File: src/rtl/usb_rx_sipo.sv
// USB receive serial-in/parallel-out: NRZI decode, SYNC detect, bit de-stuffing,
// LSB-first byte assembly into the port fifo, and per-packet status reporting.
module usb_rx_sipo #(
  parameter int SYNC_MIN_ZEROS = 5,
  parameter int CNT_W          = 8
) (
  input  logic             clk,
  input  logic             rst,
  input  logic             line_bit,
  input  logic             line_bit_val,
  input  logic             eop_det,
  input  logic             fifo_full,
  output logic [7:0]       w_data,
  output logic             wr_en,
  output logic             pkt_start,
  output logic             pkt_done,
  output logic [CNT_W-1:0] pkt_byte_count,
  output logic             err_sync,
  output logic             err_stuff,
  output logic             err_overflow,
  output logic             err_partial,
  output logic             busy
);
  localparam logic [1:0] S_IDLE  = 2'd0;
  localparam logic [1:0] S_SYNC  = 2'd1;
  localparam logic [1:0] S_DATA  = 2'd2;
  localparam logic [1:0] S_DRAIN = 2'd3;
  localparam logic [2:0] MIN_Z   = 3'(SYNC_MIN_ZEROS);
  localparam logic [CNT_W-1:0] CNT_MAX = '1;

  logic [1:0]       state_q, state_d;
  logic             prev_q, prev_d;
  logic [2:0]       ones_q, ones_d, bit_q, bit_d, zero_q, zero_d;
  logic [7:0]       shift_q, shift_d, w_data_q, w_data_d;
  logic             wr_en_q, wr_en_d, start_q, start_d, done_q, done_d;
  logic [CNT_W-1:0] cnt_q, cnt_d;
  logic             e_sync_q, e_sync_d, e_stuff_q, e_stuff_d;
  logic             e_ovf_q, e_ovf_d, e_part_q, e_part_d;
  logic             dec, bit_ok;
  logic [7:0]       nxt_shift;

  assign dec       = (line_bit == prev_q);
  // EOP wins over a coincident bit strobe; that bit is never decoded.
  assign bit_ok    = line_bit_val && !eop_det;
  assign nxt_shift = {dec, shift_q[7:1]};

  always_comb begin
    state_d   = state_q;
    prev_d    = bit_ok ? line_bit : prev_q;
    ones_d    = ones_q;
    bit_d     = bit_q;
    zero_d    = zero_q;
    shift_d   = shift_q;
    w_data_d  = w_data_q;
    wr_en_d   = 1'b0;
    start_d   = 1'b0;
    done_d    = 1'b0;
    cnt_d     = cnt_q;
    e_sync_d  = e_sync_q;
    e_stuff_d = e_stuff_q;
    e_ovf_d   = e_ovf_q;
    e_part_d  = e_part_q;
    case (state_q)
      S_IDLE: begin
        if (bit_ok && !dec) begin
          state_d = S_SYNC;
          zero_d  = 3'd1;
        end
      end
      S_SYNC: begin
        if (eop_det) begin
          e_sync_d = 1'b1;
          done_d   = 1'b1;
          state_d  = S_IDLE;
        end else if (bit_ok) begin
          if (!dec) begin
            zero_d = (zero_q == 3'd7) ? 3'd7 : zero_q + 3'd1;
          end else if (zero_q >= MIN_Z) begin
            state_d   = S_DATA;
            start_d   = 1'b1;
            cnt_d     = '0;
            e_sync_d  = 1'b0;
            e_stuff_d = 1'b0;
            e_ovf_d   = 1'b0;
            e_part_d  = 1'b0;
            ones_d    = 3'd1;
            bit_d     = 3'd0;
          end else begin
            e_sync_d = 1'b1;
            state_d  = S_DRAIN;
          end
        end
      end
      S_DATA: begin
        if (eop_det) begin
          if (bit_q != 3'd0) e_part_d = 1'b1;
          done_d  = 1'b1;
          state_d = S_IDLE;
        end else if (bit_ok) begin
          if (ones_q == 3'd6) begin
            if (!dec) ones_d = 3'd0;
            else begin
              e_stuff_d = 1'b1;
              state_d   = S_DRAIN;
            end
          end else begin
            shift_d = nxt_shift;
            bit_d   = bit_q + 3'd1;
            ones_d  = dec ? ones_q + 3'd1 : 3'd0;
            if (bit_q == 3'd7) begin
              if (!fifo_full) begin
                wr_en_d  = 1'b1;
                w_data_d = nxt_shift;
                cnt_d    = (cnt_q == CNT_MAX) ? cnt_q : cnt_q + 1'b1;
              end else begin
                e_ovf_d = 1'b1;
                state_d = S_DRAIN;
              end
            end
          end
        end
      end
      default: begin
        if (eop_det) begin
          done_d  = 1'b1;
          state_d = S_IDLE;
        end
      end
    endcase
    // Leaving a packet always re-arms the decoder at idle J.
    if (state_q != S_IDLE && state_d == S_IDLE) begin
      prev_d = 1'b1;
      bit_d  = 3'd0;
      ones_d = 3'd0;
    end
  end

  always_ff @(posedge clk) begin
    if (rst) begin
      state_q   <= S_IDLE;
      prev_q    <= 1'b1;
      ones_q    <= '0;
      bit_q     <= '0;
      zero_q    <= '0;
      shift_q   <= '0;
      w_data_q  <= '0;
      wr_en_q   <= 1'b0;
      start_q   <= 1'b0;
      done_q    <= 1'b0;
      cnt_q     <= '0;
      e_sync_q  <= 1'b0;
      e_stuff_q <= 1'b0;
      e_ovf_q   <= 1'b0;
      e_part_q  <= 1'b0;
    end else begin
      state_q   <= state_d;
      prev_q    <= prev_d;
      ones_q    <= ones_d;
      bit_q     <= bit_d;
      zero_q    <= zero_d;
      shift_q   <= shift_d;
      w_data_q  <= w_data_d;
      wr_en_q   <= wr_en_d;
      start_q   <= start_d;
      done_q    <= done_d;
      cnt_q     <= cnt_d;
      e_sync_q  <= e_sync_d;
      e_stuff_q <= e_stuff_d;
      e_ovf_q   <= e_ovf_d;
      e_part_q  <= e_part_d;
    end
  end

  assign w_data         = w_data_q;
  assign wr_en          = wr_en_q;
  assign pkt_start      = start_q;
  assign pkt_done       = done_q;
  assign pkt_byte_count = cnt_q;
  assign err_sync       = e_sync_q;
  assign err_stuff      = e_stuff_q;
  assign err_overflow   = e_ovf_q;
  assign err_partial    = e_part_q;
  assign busy           = (state_q != S_IDLE);
endmodule

File: config.mk
export PLATFORM = sky130hd
export DESIGN_NAME = usb_rx_sipo
export DESIGN_NICKNAME = d
export VERILOG_FILES = /design/src/rtl/usb_rx_sipo.sv
export SDC_FILE = /design/constraint.sdc
export NUM_CORES = 1
export LEC_CHECK = 0
export CORE_MARGIN = 2
export CORE_UTILIZATION = 58
export CTS_BUF_LIST = sky130_fd_sc_hd__clkbuf_8
export CTS_CLUSTER_DIAMETER = 150
export DETAILED_ROUTE_END_ITERATION = 8
export PLACE_DENSITY = 0.89
export SETUP_SLACK_MARGIN = 0.05
export SLEW_MARGIN = 5
export SYNTH_ARGS = -nofsm -noshare
export SYNTH_HDL_FRONTEND = slang
export SYNTH_SLANG_ARGS = --single-unit
File: constraint.sdc
create_clock -name clk -period 3 [get_ports clk]
set_clock_uncertainty 0.15 [all_clocks]
set_input_delay 0.6 -clock clk [delete_from_list [all_inputs] [get_ports clk]]
set_output_delay 0.6 -clock clk [all_outputs]
set_load 0.02 [all_outputs]
==> out/results.md <==
Place
• Placed Instance Area: 2278 sq um
• number of buffer cells added on primary ports: 29
• Setup Slack @ Placement: 147.0 ps
• dpl hpwl: 2.993 mm
• final estimated routing congestion in global placement: 0.8533

Final layout
• final design instance area without fill: 2391 sq um
• # nets final: 277
• filler instances: 248
• Antenna diodes: 0
• fraction of final layout cells with drive strength greater than 1: 0.06818
• area growth from synthesis to layout: 21.64%

Setup path
• Worst Path Max Fanout: 9
• number of cells on the worst reg-to-reg path: 7
• worst setup slack for register-to-register paths: 720 ps
• cell family contributing the most delay on the critical path: simple AND/OR/NAND/NOR gates
• Critical R2R Launch: zero_q[1]
• ordered cell list for the critical path: clkdlybuf4s50_1 -> xnor2_1 -> a2111oi_2 -> nor3_1 -> nor2_1
• endpoint class of the critical path: register
• Worst Path Required: 3020 ps
• critical path buffer and inverter count: 1
• type of origin of the critical path: input port
• Slowest-stage cell, CP: sky130_fd_sc_hd__xnor2_1
• Reg-to-Reg End: ones_q[0]
• longest individual stage delay on the worst path: 650 ps
• kind of critical path: input port to register
• arrival time worst endpoint: 2590 ps

Logic synthesis
• cell area after synthesis: 1966 sq um
• number of warnings reported in the yosys synthesis log: 0
• Post-synth EDFFs: 0
• cell count after synthesis: 233
• count of cell types in the netlist: 42
• proportion of register bits with asynchronous set or reset after synthesis: 0
• synth top area cells: sky130_fd_sc_hd__dfxtp_1 43%, sky130_fd_sc_hd__a21oi_1 6.4%, sky130_fd_sc_hd__nand2_1 5.9%
• proportion of synthesized chip area in sequential cells: 0.4278
• Mapped Nets: 247
• post-synthesis register bit count: 42
• most common cell in the netlist: sky130_fd_sc_hd__dfxtp_1
• synth cell count leaders: 42 x sky130_fd_sc_hd__dfxtp_1, 31 x sky130_fd_sc_hd__nand2_1, 30 x sky130_fd_sc_hd__nor2_1
• most used flip-flop cell after synthesis: sky130_fd_sc_hd__dfxtp_1
• area share of the largest cell type after synthesis: 0.4278
• Yosys top cell by area: sky130_fd_sc_hd__dfxtp_1
• Post-Synthesis Mean Instance Area: 8.436 sq um

Min path
• Worst Hold Endpoint: shift_q[1]
• Worst Min Path Start: shift_q[1]
• count of cells along the worst hold path: 2
• Hold WC Path Type: register to register

GRT
• overall global routing resource usage: 0.2351
• vias in the first global route: 1646
• total global routing overflow: 0
• largest net degree at the start of global routing: 21
• antenna violations before repair: 0
• global-route wire length before repair: 7.410 mm

Timing
• final critical path time including I/O delays and setup: 2570 ps
• maximum achievable frequency: 389.2 MHz
• total count of hold-check failures in the final report: 0
• Final Max Tran Viols: 0
• Total Neg Setup Slack: 0 ps
• RSZ-0062 raised after global routing: false
• final setup vio count: 0
• measured slew at the worst slew-check pin: 751.3 ps
• slack of the critical path: 430.3 ps
• headroom to the max-slew limit: 0.4955
• Final period util: 0.8566

Clock tree
• Hold-fix buffers, CTS: 0
• clock latency of the later-clocked register in the worst-skew pair: 290 ps
• CTS tree: built
• CTS H-tree lvls: 2
• clock tree buffer depth: 2
• Root Driver: sky130_fd_sc_hd__clkbuf_8
• number of sinks on the clock net: 42
• # resized after CTS: 0
• clock-pin slew reported for the worst setup and hold paths after clock tree synthesis: 80 ps
• Post CTS Setup Buffer Count: 0
• total clock buffers created by CTS: 5

Route
• drt wl/cell: 13.53 microns
• DRT iter0 DRCs: 140
• WL final: 4.193 mm
• first-pass detailed-route iteration total: 4
• number of vias after detailed routing: 1754
• routed via count divided by cell count: 5.658
• number of routed nets with antenna violations: 0
• Residual DRC: 0

Power
• Static Leakage: 0.0008935 uW
• P per Cell Area: 451.8 nW/um^2
• worst voltage drop across the vdd grid: 0.4220 mV

Outcome
• status: completed

Die
• DIE WIDTH: 62.22 microns
• placeable core area: 3284 sq um
• Core Rows: 21
• die outline height: 62.22 microns
• effective utilization at floorplan: 0.5985
• die area: 3871 sq um
• number of primary I/O pins: 30

Job
• number of maximum-capacitance violations: 0

-- report_power, final --
group	switching, uW	leakage [uW]	internal [uW]	total (uW)
clock network	200	0.0000585	249	450
registers	4.49	0.000339	560	565
logic	42.7	0.000496	23.0	65.7
-- worst max path at each step --
stage                  start   endpoint  slack [ps]  depth (start not counted)
finish              line_bit  ones_q[2]         430                          5
global route        line_bit   bit_q[2]         200                          5
CTS                 line_bit  ones_q[2]         450                          5
detailed placement  line_bit  ones_q[2]         150                          5
global placement    line_bit  ones_q[2]         270                          5
floorplan           line_bit  ones_q[1]         970                          5
-- registers in the layout, indices dropped and copies added (netlist names) --
| signal | cells |
|---|---|
| bit_q | 3 |
| err_overflow | 1 |
| err_partial | 1 |
| err_stuff | 1 |
| err_sync | 1 |
| ones_q | 3 |
| pkt_byte_count | 8 |
| pkt_done | 1 |
| pkt_start | 1 |
| prev_q | 1 |
| shift_q | 7 |
| state_q | 2 |
| w_data | 8 |
| wr_en | 1 |
| zero_q | 3 |
-- worst reg2reg max path, cell delays in order, from the launching register on --
cell and delay [ps]:
sky130_fd_sc_hd__dfxtp_1 400, sky130_fd_sc_hd__inv_1 60, sky130_fd_sc_hd__ha_1 180, sky130_fd_sc_hd__o31ai_2 490, sky130_fd_sc_hd__nor3b_1 150, sky130_fd_sc_hd__a2111oi_2 440, sky130_fd_sc_hd__nor3_1 190, sky130_fd_sc_hd__a21oi_1 150
-- placed cells by master, fill, tap and decap left out, drive strengths merged, types with 4 or more instances in the layout --
master	instances
nor3	8
inv	8
nand2b	4
dfxtp	42
nand3	11
mux2i	7
clkbuf	5
ha	8
a21oi	26
clkdlybuf4s50	29
o21ai	10
nand2	31
nor2	30
or3	5
-- metrics by stage --
step,cells,hold slack [ps],total power (uW),utilization
global placement,302,296.7,640.7,0.6937
global route,310,346.8,1118,0.7280
detailed placement,302,308.0,642.1,0.6937
floorplan,233,285.7,617.5,-
finish,310,316.7,1080,0.7280
CTS,310,320.3,1081,0.7280
-- per-layer routing --
metal | GRT usage | share of wire | vias up
met5 | 0 | 0 | -
met4 | 0.1000 | 0.016 | 0
met3 | 0.04529 | 0.050 | 7
met2 | 0.3872 | 0.49 | 57
met1 | 0.3025 | 0.45 | 807
li1 | - | - | 883
-- cell type report --
cell class	instances	area, sq um	area share
inverters	7	26.28	0.01099
repair buffers	32	312.8	0.1308
flip-flops and latches	42	840.8	0.3516
well taps	46	57.56	0.02407
clock inverters	3	43.79	0.01832
clock buffers	5	68.82	0.02878
multi-input cells	175	1041	0.4354
-- kinds of logic after synthesis --
logic type,count (synthesis),share of synthesized area
AOI/OAI and AO/OA,53,0.1706
and+or+nand+nor,105,0.2635
xor gates and xnor gates,2,0.008913
DFF,42,0.4278
buffers and inverters,16,0.04265
muxes,7,0.03565
adders and majority gates,8,0.05093
No activity file was read; power rests on OpenSTA's default activity.
